==> config.mk <==
export PLATFORM = sky130hd
export DESIGN_NAME = tx_req_arbiter_256
export DESIGN_NICKNAME = d
export VERILOG_FILES = /design/src/rtl/tx_req_arbiter_256.sv
export SDC_FILE = /design/constraint.sdc
export NUM_CORES = 1
export LEC_CHECK = 0
export BUFFER_PORTS_ARGS = -buffer_cell sky130_fd_sc_hd__buf_4
export CAP_MARGIN = 15
export CELL_PAD_IN_SITES_DETAIL_PLACEMENT = 1
export CELL_PAD_IN_SITES_GLOBAL_PLACEMENT = 1
export CORE_AREA = 2 2 647 649
export DETAILED_ROUTE_END_ITERATION = 7
export DIE_AREA = 0 0 649 651
export PLACE_DENSITY = 0.3
export REMOVE_ABC_BUFFERS = 1
export SETUP_SLACK_MARGIN = 0.1
export SYNTH_ARGS = -nofsm -noshare
export SYNTH_HDL_FRONTEND = slang
export SYNTH_SLANG_ARGS = --single-unit
==> constraint.sdc <==
create_clock -name CLK -period 3.82 [get_ports CLK]
set_input_delay 0.764 -clock CLK [delete_from_list [all_inputs] [get_ports CLK]]
set_output_delay 0.764 -clock CLK [all_outputs]
set_load 0.02 [all_outputs]
==> src/rtl/tx_req_arbiter_256.sv <==
// ============================================================================
//  Module   : tx_req_arbiter_256
//  Purpose  : Round-robin arbiter between the per-channel TX request ports and
//             the single TX engine. Only one request is in flight at a time.
//             The winning channel's address and length are latched and handed
//             to the engine. Engine read-enables and sent pulses are routed
//             back to that channel. The channel's write data is muxed onto the
//             engine data bus.
//  Ports    :
//    CLK, RST       clock, synchronous active-high reset
//    CHNL_REQ       per-channel write request, held until its ACK
//    CHNL_REQ_ACK   per-channel request acknowledge (1-cycle pulse)
//    CHNL_ADDR      per-channel 64-bit address, channel i at [64i+63:64i]
//    CHNL_LEN       per-channel 10-bit length in 32-bit words
//    CHNL_DATA      per-channel C_DATA_WIDTH-bit write data
//    CHNL_DATA_REN  per-channel data read enable
//    CHNL_SENT      per-channel write-complete pulse
//    ENG_REQ        request to engine (registered)
//    ENG_REQ_ACK    engine accepted request
//    ENG_ADDR/LEN   latched address/length of the granted request
//    ENG_CHNL       index of the granted channel
//    ENG_DATA       data of the granted channel
//    ENG_DATA_REN   engine data read enable
//    ENG_SENT       engine finished sending the packet
//  Revision : 1.0  initial release
// ============================================================================
`default_nettype none

module tx_req_arbiter_256 #(
  parameter int C_NUM_CHNL   = 4,    // 1..12
  parameter int C_DATA_WIDTH = 256
) (
  input  logic                                 CLK,
  input  logic                                 RST,
  input  logic [C_NUM_CHNL-1:0]                CHNL_REQ,
  output logic [C_NUM_CHNL-1:0]                CHNL_REQ_ACK,
  input  logic [64*C_NUM_CHNL-1:0]             CHNL_ADDR,
  input  logic [10*C_NUM_CHNL-1:0]             CHNL_LEN,
  input  logic [C_DATA_WIDTH*C_NUM_CHNL-1:0]   CHNL_DATA,
  output logic [C_NUM_CHNL-1:0]                CHNL_DATA_REN,
  output logic [C_NUM_CHNL-1:0]                CHNL_SENT,
  output logic                                 ENG_REQ,
  input  logic                                 ENG_REQ_ACK,
  output logic [63:0]                          ENG_ADDR,
  output logic [9:0]                           ENG_LEN,
  output logic [3:0]                           ENG_CHNL,
  output logic [C_DATA_WIDTH-1:0]              ENG_DATA,
  input  logic                                 ENG_DATA_REN,
  input  logic                                 ENG_SENT
);

  // --------------------------------------------------------------------------
  // State encoding
  // --------------------------------------------------------------------------
  localparam logic [1:0] S_IDLE = 2'd0;
  localparam logic [1:0] S_REQ  = 2'd1;
  localparam logic [1:0] S_DATA = 2'd2;

  localparam logic [3:0] C_LAST_IDX = 4'(C_NUM_CHNL - 1);

  logic [1:0]            state_q;
  logic [1:0]            state_d;
  logic [3:0]            ptr_q;
  logic [3:0]            ptr_d;
  logic [3:0]            sel_q;
  logic [3:0]            sel_d;
  logic [63:0]           addr_q;
  logic [63:0]           addr_d;
  logic [9:0]            len_q;
  logic [9:0]            len_d;
  logic                  eng_req_q;

  logic                  win_vld;
  logic [3:0]            win_idx;
  logic                  grant;
  logic [C_NUM_CHNL-1:0] sel_oh;

  // --------------------------------------------------------------------------
  // Round-robin winner: scan CHNL_REQ starting at ptr_q, wrapping modulo
  // C_NUM_CHNL. The scan index never exceeds 2*C_NUM_CHNL-2, so a single
  // conditional subtract is enough to wrap it. The inner loop turns the
  // dynamic scan index into a constant bit select.
  // --------------------------------------------------------------------------
  always_comb begin
    logic [4:0] scan;
    scan    = 5'd0;
    win_vld = 1'b0;
    win_idx = 4'd0;
    for (int i = 0; i < C_NUM_CHNL; i++) begin
      scan = {1'b0, ptr_q} + 5'(i);
      if (scan >= 5'(C_NUM_CHNL)) begin
        scan = scan - 5'(C_NUM_CHNL);
      end
      for (int k = 0; k < C_NUM_CHNL; k++) begin
        if (!win_vld && (scan == 5'(k)) && CHNL_REQ[k]) begin
          win_vld = 1'b1;
          win_idx = 4'(k);
        end
      end
    end
  end

  assign grant = (state_q == S_IDLE) && win_vld;

  // --------------------------------------------------------------------------
  // FSM: state register
  // --------------------------------------------------------------------------
  always_ff @(posedge CLK) begin
    if (RST) begin
      state_q <= S_IDLE;
    end else begin
      state_q <= state_d;
    end
  end

  // --------------------------------------------------------------------------
  // FSM: next-state logic. Handshakes arriving in the wrong state are ignored.
  // --------------------------------------------------------------------------
  always_comb begin
    state_d = state_q;
    case (state_q)
      S_IDLE: begin
        if (win_vld) begin
          state_d = S_REQ;
        end
      end
      S_REQ: begin
        if (ENG_REQ_ACK) begin
          state_d = S_DATA;
        end
      end
      S_DATA: begin
        if (ENG_SENT) begin
          state_d = S_IDLE;
        end
      end
      default: begin
        state_d = S_IDLE;
      end
    endcase
  end

  // --------------------------------------------------------------------------
  // Grant bookkeeping: the request is latched at grant time so the engine
  // sees a stable address/length even if the channel drops or changes its
  // inputs afterwards.
  // --------------------------------------------------------------------------
  always_comb begin
    ptr_d  = ptr_q;
    sel_d  = sel_q;
    addr_d = addr_q;
    len_d  = len_q;
    if (grant) begin
      sel_d = win_idx;
      ptr_d = (win_idx == C_LAST_IDX) ? 4'd0 : (win_idx + 4'd1);
      for (int k = 0; k < C_NUM_CHNL; k++) begin
        if (win_idx == 4'(k)) begin
          addr_d = CHNL_ADDR[64*k +: 64];
          len_d  = CHNL_LEN[10*k +: 10];
        end
      end
    end
  end

  always_ff @(posedge CLK) begin
    if (RST) begin
      ptr_q     <= 4'd0;
      sel_q     <= 4'd0;
      addr_q    <= 64'd0;
      len_q     <= 10'd0;
      eng_req_q <= 1'b0;
    end else begin
      ptr_q     <= ptr_d;
      sel_q     <= sel_d;
      addr_q    <= addr_d;
      len_q     <= len_d;
      // Registered request: high for exactly the cycles spent in REQ.
      eng_req_q <= (state_d == S_REQ);
    end
  end

  // --------------------------------------------------------------------------
  // FSM: outputs
  // --------------------------------------------------------------------------
  always_comb begin
    for (int k = 0; k < C_NUM_CHNL; k++) begin
      sel_oh[k] = (sel_q == 4'(k));
    end
  end

  always_comb begin
    CHNL_REQ_ACK  = '0;
    CHNL_DATA_REN = '0;
    CHNL_SENT     = '0;
    case (state_q)
      S_REQ: begin
        if (ENG_REQ_ACK) begin
          CHNL_REQ_ACK = sel_oh;
        end
        if (ENG_DATA_REN) begin
          CHNL_DATA_REN = sel_oh;
        end
      end
      S_DATA: begin
        if (ENG_DATA_REN) begin
          CHNL_DATA_REN = sel_oh;
        end
        if (ENG_SENT) begin
          CHNL_SENT = sel_oh;
        end
      end
      default: begin
        CHNL_REQ_ACK  = '0;
        CHNL_DATA_REN = '0;
        CHNL_SENT     = '0;
      end
    endcase
  end

  // Data mux follows sel_q in every state; the engine qualifies it with REN.
  always_comb begin
    ENG_DATA = '0;
    for (int k = 0; k < C_NUM_CHNL; k++) begin
      if (sel_q == 4'(k)) begin
        ENG_DATA = CHNL_DATA[C_DATA_WIDTH*k +: C_DATA_WIDTH];
      end
    end
  end

  assign ENG_REQ  = eng_req_q;
  assign ENG_ADDR = addr_q;
  assign ENG_LEN  = len_q;
  assign ENG_CHNL = sel_q;

  // --------------------------------------------------------------------------
  // Per-channel strobes must never address more than one channel.
  // --------------------------------------------------------------------------
`ifndef SYNTHESIS
  a_ack_onehot0  : assert property (@(posedge CLK) disable iff (RST) $onehot0(CHNL_REQ_ACK));
  a_ren_onehot0  : assert property (@(posedge CLK) disable iff (RST) $onehot0(CHNL_DATA_REN));
  a_sent_onehot0 : assert property (@(posedge CLK) disable iff (RST) $onehot0(CHNL_SENT));
`endif

endmodule

`default_nettype wire
==> Word level (Yosys, flattened, before mapping) <==
Index checks and enable logic that the tools add are counted.
{ "totals": {"regBits": 85, "latchBits": 0, "ram_bits": 0, "rom_bits": 0, "inputBits": 1329, "output_inout_bits": 347, "elab_cells": 154, "n_memories": 0} }
{ "classes": {"n_addsub": 8, "multipliers": 0, "div": 0, "order_cmp": 4, "eq_ne": 21, "shifts": 0, "n_mux": 58, "n_bitwise": 0, "n_reduce_logical": 57} }
{ "ops": {"columns": ["cell", "n"], "rows": [
  ["2-to-1 mux 256 bit", 4],
  ["2-to-1 mux 64 bit", 4],
  ["2-to-1 mux 4 bit", 21],
  ["== test 5 x 2 -> 1 bit (second input constant)", 8],
  ["2-to-1 mux 10 bit", 4],
  ["logical AND 1 bit", 32],
  ["== test 5 x 1 -> 1 bit (second input constant)", 4],
  ["zero test 5 bit", 4],
  ["2-to-1 mux 5 bit", 4],
  ["2-to-1 mux 1 bit", 17],
  ["== test 4 x 2 -> 1 bit (second input constant)", 4],
  [">= comparator 5 x 3 -> 1 bit (second input constant)", 3],
  ["zero test 1 bit", 15],
  ["subtractor 5 x 3 -> 5 bit (second input constant)", 3],
  ["adder 4 x 2 -> 5 bit (second input constant)", 2],
  ["== test 4 x 1 -> 1 bit (second input constant)", 2],
  ["zero test 4 bit", 2],
  ["2-to-1 mux 2 bit", 3],
  ["case mux 2 bit (3 select lines)", 1],
  ["adder 4 x 1 -> 5 bit (second input constant)", 1],
  ["subtractor 4 x 3 -> 5 bit (second input constant)", 1],
  ["adder 4 x 1 -> 4 bit (second input constant)", 1],
  ["== test 2 x 1 -> 1 bit (second input constant)", 2],
  [">= comparator 4 x 3 -> 1 bit (second input constant)", 1],
  ["other kinds (5)", 5]
]} }

==> Logic depth before layout (Yosys ltp) <==
Gate-level depths: netlist of run 1.
{ "logic_depth": {"word_depth": 70, "mapped_depth": 16, "mapped_depth_nobuf": 13} }

==> Least setup slack after synthesis of run 1 <==
No wires, ideal clock.
{ "synth_path": {"path_kind": "register -> register", "start": "register ptr_q[1]", "end": "register addr_q[52] (netlist: ENG_ADDR[52])", "setup_ns": 0.081, "t_arrival_ns": 3.293, "required_ns": 3.739, "slack_ns": 0.446, "path_stages_with_launch": 16, "n_path_buf": 4, "synth_period_minus_slack_ns": 3.374, "cell_sequence": "dfxtp_1 clkbuf_1 or2_2 ha_1 nor2_1 a211oi_1 nor2_1 a221oi_1 ha_1 clkbuf_1 clkbuf_1 clkbuf_1 nand2_1 o21ai_0 mux2i_1 a211oi_2"} }
{ "synth_between": {"elab_chain_len": 69, "elab_cells_between_ends": 118, "classes_between": "add/sub (7); order compare (4); eq/ne (15); mux (38); reduce/logical (54)"} }
{ "synth_lines": {"columns": ["element", "line_no", "rtl"], "rows": [
  ["from (decl)", "63", "logic [3:0] ptr_q;"],
  ["from (signal assigned)", "173", "ptr_q <= ptr_d;"],
  ["subtractor 4 x 3 -> 5 bit or >= comparator 4 x 3 -> 1 bit (tied branches)", "92, 91", null],
  ["2-to-1 mux 5 bit", "91", "if (scan >= 5'(C_NUM_CHNL)) begin"],
  ["zero test 5 bit", "95", "if (!win_vld && (scan == 5'(k)) && CHNL_REQ[k]) begin"],
  ["logical AND 1 bit", "95", null],
  ["2-to-1 mux 1 bit", "95", null],
  ["zero test 1 bit", "95", null],
  ["logical AND 1 bit (2 in a row)", "95", null],
  ["2-to-1 mux 1 bit", "95", null],
  ["(+48 left out)", null, null],
  ["zero test 1 bit", "95", null],
  ["logical AND 1 bit (2 in a row)", "95", null],
  ["2-to-1 mux 1 bit", "95", null],
  ["zero test 1 bit", "95", null],
  ["logical AND 1 bit (2 in a row)", "95", null],
  ["2-to-1 mux 4 bit", "95", null],
  ["== test 4 x 1 -> 1 bit", "157", "if (win_idx == 4'(k)) begin"],
  ["2-to-1 mux 64 bit (3 in a row)", "157", null],
  ["to (signal assigned)", "175", "addr_q <= addr_d;"],
  ["to (decl)", "67", "logic [63:0] addr_q;"]
]} }
Several ways; a longest one is shown, not always the timed one.
A chain may end at the register's enable or synchronous reset.

==> Worst setup path after layout of run 1 <==
{ "layout_path": {"start": "register sel_q[0] (netlist: ENG_CHNL[0])", "end": "output ENG_DATA[191]"} }
{ "layout_between": {"elab_chain_len": 5, "elab_cells_between_ends": 8, "classes_between": "eq/ne (3); mux (4); reduce/logical (1)"} }
{ "layout_lines": {"columns": ["element", "line_no", "rtl"], "rows": [
  ["from (decl)", "65", "logic [3:0] sel_q;"],
  ["from (signal assigned)", "174", "sel_q <= sel_d;"],
  ["zero test 4 bit", "224", "if (sel_q == 4'(k)) begin"],
  ["2-to-1 mux 256 bit (3 in a row)", "224", null],
  ["2-to-1 mux 256 bit (*)", "224", null],
  ["to (decl)", "47", "output logic [C_DATA_WIDTH-1:0] ENG_DATA,"]
]} }
Every way passes the cells marked *; elsewhere a longest branch is shown, timed or not.

==> results of run 1 <==
report_power, final:
group	switching, W	internal (W)	total (W)
sequential	0.000412	0.00120	0.00161
clock	0.000658	0.000458	0.00112
combinational	0.0115	0.00708	0.0186
total	0.0126	0.00874	0.0213
flip-flops by register name (all words and copies together), names as in the netlist:
| signal | cells |
|---|---|
| ptr_q | 2 |
| ENG_ADDR | 64 |
| state_q | 2 |
| ENG_LEN | 10 |
| ENG_REQ | 1 |
| ENG_CHNL | 2 |
layout by cell type, fill, tap and decap left out, types with 3 or more instances in the layout:
cell,synthesis,layout
buf_12,0,29
mux4_2,256,256
buf_4,3,1706
conb_1,2,4
ha_1,9,5
a21oi_1,84,84
dfxtp_1,81,79
nor2b_1,4,4
nand2b_1,4,4
a211oi_1,48,48
ha_4,0,4
clkbuf_16,0,9
inv_1,8,8
diode_2,0,58
mux2i_1,148,148
nand2_1,82,82
nor2_1,15,14
nor3_1,3,3
o21ai_0,78,78
a211oi_2,30,30
kinds of logic (layout without fill, tap and decap cells):
group / after synthesis / after routing
AOI/OAI and AO/OA: 253 / 253
adders and majority gates: 9 / 9
buffers and inverters: 137 / 1759
DFF: 81 / 81
muxes: 405 / 405
other: 2 / 62
and+or+nand+nor: 116 / 116
layer usage:
metal,part of all wire [%],track usage [%],vias up
li1,-,-,7480
met1,33,14.8,9609
met4,3.1,3.67,74
met5,0.16,0,-
met3,6.9,4.56,504
met2,56,30.6,1366
critical path, cell delays in order (launching register included):
cell and delay, ns:
dfxtp_4 0.73, buf_12 0.29, buf_12 0.27, mux4_2 0.64
buf_4 0.21
cell type report:
| type | count | area share (%) |
|---|---|---|
| Clock inverter | 7 | 0.184 |
| Inverter | 8 | 0.0939 |
| Timing Repair Buffer | 1735 | 41.9 |
| Multi-Input combinational cell | 787 | 30.1 |
| Antenna cell | 58 | 0.454 |
| Tap cell | 5497 | 21.5 |
| Clock buffer | 9 | 0.704 |
| Sequential cell | 81 | 5.09 |
worst paths after layout:
| path | cells past startpoint | startpoint | slack [ns] | endpoint |
|---|---|---|---|---|
| worst max-delay path | 4 | ENG_CHNL[0] | 0.34 | ENG_DATA[191] |
| worst min-delay path | 2 | ENG_ADDR[24] | 0.53 | ENG_ADDR[24] |
| worst max register to register | 13 | ptr_q[0] | 0.61 | ENG_ADDR[41] |
| worst min register to register | 2 | ENG_ADDR[24] | 0.53 | ENG_ADDR[24] |
through the flow:
stage	setup slack, ns	hold WS (ns)	cells
after floorplan	-8.74	0.484	876
after global placement	0.306	0.515	8108
after detailed placement	0.271	0.519	8108
after CTS	0.198	0.534	8124
after global routing	0.193	0.552	8160
final	0.335	0.531	8182
==> out/qor.csv, run 1 <==
stage,metric,value,unit
synth,synth_top_family_by_area,multiplexers,
clock_network,hold_buffers,0,
synth,avgSynthCellArea,11.7,um^2
layout,area_growth,172,%
worst_setup_path,cp-end-kind,output pin,
placement,place_hpwl,314000,um
synth,synth_simple_gate_area_share,4.18,%
drt,ant_nets,0,
die,die_x,649,um
sta,finalHoldViolations,0,
worst_setup_path,cp.required,3.06,ns
clock_network,worstSkewPairLatency,0.44,ns
layout,final_nets,3960,
synth,netlist_top_cells_count,"mux4_2, mux2i_1, a21oi_1, nand2_1, dfxtp_1",
sta,fin_crit_sh,91.2,%
global_route,overflow,0,
worst_setup_path,cp.arrival,2.72,ns
synth,synth_top_area_share,49.0,%
die,coreArea,0.415,mm^2
sta,slew_violations,0,
synth,ys_types,41,
layout,layout.area.seq,0.00163,mm^2
drt,drt_wl_total,333000,um
die,dieArea,0.422,mm^2
layout,post-route-util,7.70,%
sta,max_freq,287,MHz
synth,yosys_warnings,0,
synth,syn-cell-area,0.0118,mm^2
power,ir_worst_vdd,0.580,mV
clock_network,clk_path_buf_depth,2,
synth,synth_mux_area_share,61.7,%
global_route,grt_max_degree,78,
worst_setup_path,crit_fanout,24,
die,start_util,2.83,%
sta,skew,0.0205,ns
worst_setup_path,worstSetupStartpointType,flip-flop,
placement,place.gp.congestion,1.02,
global_route,grt_pass1_wl,380000,um
synth,syn_inst,1003,
power,leakage,11.8,nW
clock_network,post_cts_buffers,0,
drt,drc,0,
drt,routed-via-count,19033,
clock_network,cts-root-buf,clkbuf_16,
clock_network,clkSinkCount,81,
synth,synth_fa_ha_area_share,0.957,%
sta,max_slew_margin,40.8,%
layout,multi_input_area,0.00962,mm^2
synth,synth_compound_area_share,14.2,%
drt,drtIter0Drc,1097,
drt,drt_first_pass_iters,5,
layout,final_cell_area,0.0320,mm^2
worst_setup_path,crit_type,reg -> out,
die,die_h,651,um
run,drv_cap,0,
placement,dpl_cell_area,0.0315,mm^2
die,row_count,237,
drt,wl_per_cell,40.7,um
clock_network,path_clk_slew,0.10,ns
synth,ys_top_cells_by_area,"mux4_2, dfxtp_1, mux2i_1",
clock_network,cts_resized,0,
power,power_density,667,mW/mm^2
clock_network,cts_tree,yes,
synth,synth_ff_type,dfxtp_1,
layout,fillCellCount,49130,
clock_network,cts_inserted_buffers,9,
die,io-pin-count,1676,
outcome,status,"finished, final reports clean",
sta,worst_pin_slew,0.888,ns
synth,synth-xor-area-share,0,%
drt,via_per_inst,2.33,
synth,synth_edf_count,0,
synth,async_reset_ff_share,0,%
sta,grt_setup_unrepaired,false,
global_route,grt_pass1_vias,19571,
global_route,grtUsageTotal,15.2,%
global_route,grt_antenna_before_repair,271,
sta,setup-tns-final,0,ns
sta,setup_viol,0,
placement,port_buffers,1673,
clock_network,cts.htree.levels,3,
sta,period_needed,3.48,ns
synth,seq_area_frac_synth,13.8,%
power,power.total,0.0213,W
layout,drive_gt1_share,78.1,%
synth,synth_seq_cells,81,
synth,synth_area_leader_cell,mux4_2,
min_path,hp-class,reg -> reg,
synth,synth_most_common_cell,mux4_2,
No activity file was read; power rests on OpenSTA's default activity.
==> inputs of run 2 (changes only) <==
Clock period 3.82 ns to 3.6 ns, I/O delays scaled along.
==> run 2 against run 1 <==
  * Register-to-register slack got worse by 0.13 ns
  * Highest routed layer unchanged
  * Critical path depth did not move
  * Largest power group unchanged
  * Critical endpoint is now ENG_DATA[3]
  * Wire length fell by 1.3%
  * First-iteration DRC count rose by 1.9%
  * Critical path type unchanged
  * Final cell count fell by 0.26%
  * Clock power rose by 4%
  * Setup slack got worse by 0.050 ns
==> out/qor.csv, run 2 (synthesis gave the netlist of run 1 again) <==
stage,metric,value,unit,change
drt,wl_per_cell,40.2,um,was 40.7 um
min_path,hp-class,reg -> reg,,unchanged
die,coreArea,0.415,mm^2,unchanged
global_route,grt_pass1_wl,375000,um,"was 380,000 um"
die,die_h,651,um,unchanged
worst_setup_path,cp.arrival,2.59,ns,was 2.72 ns
power,power_frac_seq,7.3,%,was 7.6%
global_route,overflow,0,,unchanged
power,pwr-share-comb,87.5,%,was 87.2%
outcome,status,"finished, final reports clean",,unchanged
power,clkPwrFrac,5.2,%,about the same
layout,fillCellCount,49254,,"was 49,130"
worst_setup_path,crit_type,reg -> out,,unchanged
drt,ant_nets,0,,unchanged
run,drv_cap,0,,unchanged
layout,largest_reg_flops,64,,unchanged
worst_setup_path,worstSetupStartpointType,flip-flop,,unchanged
layout,post-route-util,7.67,%,was 7.70%
die,dieArea,0.422,mm^2,unchanged
clock_network,cts_tree,yes,,unchanged
drt,routed.top_layer,met5,,unchanged
power,power_density,706,mW/mm^2,was 667 mW/mm^2
drt,drtIter0Drc,1118,,"was 1,097"
sta,max_slew_margin,29.1,%,was 40.8%
sta,skew,0.0275,ns,was 0.0205 ns
clock_network,cts.htree.levels,3,,unchanged
sta,grt_setup_unrepaired,false,,unchanged
sta,finalHoldViolations,0,,unchanged
sta,setup_viol,0,,unchanged
sta,period_needed,3.31,ns,
global_route,grt_antenna_before_repair,287,,was 271
drt,routed-via-count,19054,,"was 19,033"
clock_network,cts-root-buf,clkbuf_16,,unchanged
global_route,grt_max_degree,58,,was 78
drt,drc,0,,unchanged
placement,place.gp.congestion,1.03,,was 1.02
die,io-pin-count,1676,,unchanged
power,leakage,11.8,nW,about the same
power,switching_share,59.1,%,was 59.0%
sta,fin_crit_sh,92.1,%,
clock_network,cts_inserted_buffers,9,,unchanged
layout,final_nets,3962,,"was 3,960"
layout,layoutNonFillerInstCount,8161,,"was 8,182"
drt,wl_met2,187000,um,"was 188,000 um"
die,die_x,649,um,unchanged
layout,drive_gt1_share,78.1,%,about the same
clock_network,clkSinkCount,81,,unchanged
drt,drt_wl_total,328000,um,"was 333,000 um"
clock_network,path_clk_slew,0.10,ns,about the same
layout,area_growth,171,%,was 172%
placement,place_hpwl,309000,um,"was 314,000 um"
layout,final_cell_mix,"buf_4, mux4_2, mux2i_1",,unchanged
placement,dp_cells,8110,,"was 8,108"
clock_network,post_cts_buffers,0,,unchanged
layout,layout_commonest_cell,buf_4,,unchanged
drt,met1_length,109000,um,"was 111,000 um"
global_route,grt_pass1_vias,19643,,"was 19,571"
power,p_int,0.00921,W,was 0.00874 W
sta,slew_violations,0,,unchanged
sta,max_freq,302,MHz,
die,start_util,2.83,%,unchanged
power,p_switching,0.0133,W,was 0.0126 W
drt,via_per_inst,2.33,,about the same
worst_setup_path,cp.required,2.88,ns,was 3.06 ns
sta,worst_pin_slew,1.06,ns,was 0.888 ns
worst_setup_path,cp-end-kind,output pin,,unchanged
clock_network,worstSkewPairLatency,0.44,ns,about the same
placement,port_buffers,1673,,unchanged
clock_network,clk_path_buf_depth,2,,unchanged
power,ir_worst_vdd,0.383,mV,was 0.580 mV
worst_setup_path,crit_fanout,15,,was 24
global_route,grtUsageTotal,15.0,%,was 15.2%
drt,wl_met3,22500,um,"was 23,000 um"
die,row_count,237,,unchanged
drt,drt_first_pass_iters,5,,unchanged
run 2: final timing paths:
check / startpoint / to / slack (ns) / depth (start not counted)
worst min register to register: ENG_ADDR[18] / ENG_ADDR[18] / 0.54 / 2
worst min-delay path: ENG_ADDR[18] / ENG_ADDR[18] / 0.54 / 2
worst max-delay path: ENG_CHNL[0] / ENG_DATA[3] / 0.29 / 4
worst max register to register: ptr_q[1] / ENG_ADDR[28] / 0.48 / 8
run 2: per-layer routing:
| layer | vias up | global-route usage (%) |
|---|---|---|
| li1 | 7463 | - |
| met2 | 1409 | 30.6 |
| met3 | 528 | 4.22 |
| met1 | 9574 | 14.6 |
| met4 | 80 | 3.05 |
| met5 | - | 0 |
run 2: worst max-delay path: stages, from the launching register on:
cell     delay, ns
dfxtp_4       0.62
buf_12        0.24
buf_12        0.22
mux4_2        0.64
buf_4         0.26
run 2: metrics by stage:
step | total power, W | setup TNS [ns] | worst slack [ns] | hold WS, ns | area [um^2]
finish | 0.0225 | 0 | 0.286 | 0.538 | 31900
global route | 0.0237 | 0 | 0.154 | 0.555 | 31800
CTS | 0.0234 | 0 | 0.130 | 0.538 | 31800
detailed placement | 0.0221 | 0 | 0.227 | 0.524 | 31500
global placement | 0.0221 | 0 | 0.271 | 0.518 | 31500
floorplan | 0.00828 | -2552.65 | -8.92 | 0.484 | 11200
run 2: layout make-up:
type	count	area, um^2	area share [%]
antenna	35	87.6	0.275
clock buffer	10	229	0.718
clock inverter	6	50.0	0.157
inverter	8	30.0	0.0942
multi-input combinational	787	9630	30.2
sequential	81	1630	5.11
tap	5497	6880	21.6
timing repair buffer	1737	13300	41.9
run 2: power by group through the flow:
stage / clock network [W] / logic, W / registers (W)
6_report: 0.00117 / 0.0197 / 0.00165
3_3_place_gp: 0 / 0.0204 / 0.00169
5_1_grt: 0.00127 / 0.0207 / 0.00171
2_1_floorplan: 0 / 0.00593 / 0.00235
3_5_place_dp: 0 / 0.0204 / 0.00169
4_1_cts: 0.00128 / 0.0205 / 0.00168
run 2: repair_timing:
action                     in CTS  in global routing
hold buffers                    0                  0
gates resized for setup         0                  1
setup endpoints to repair       0                  8
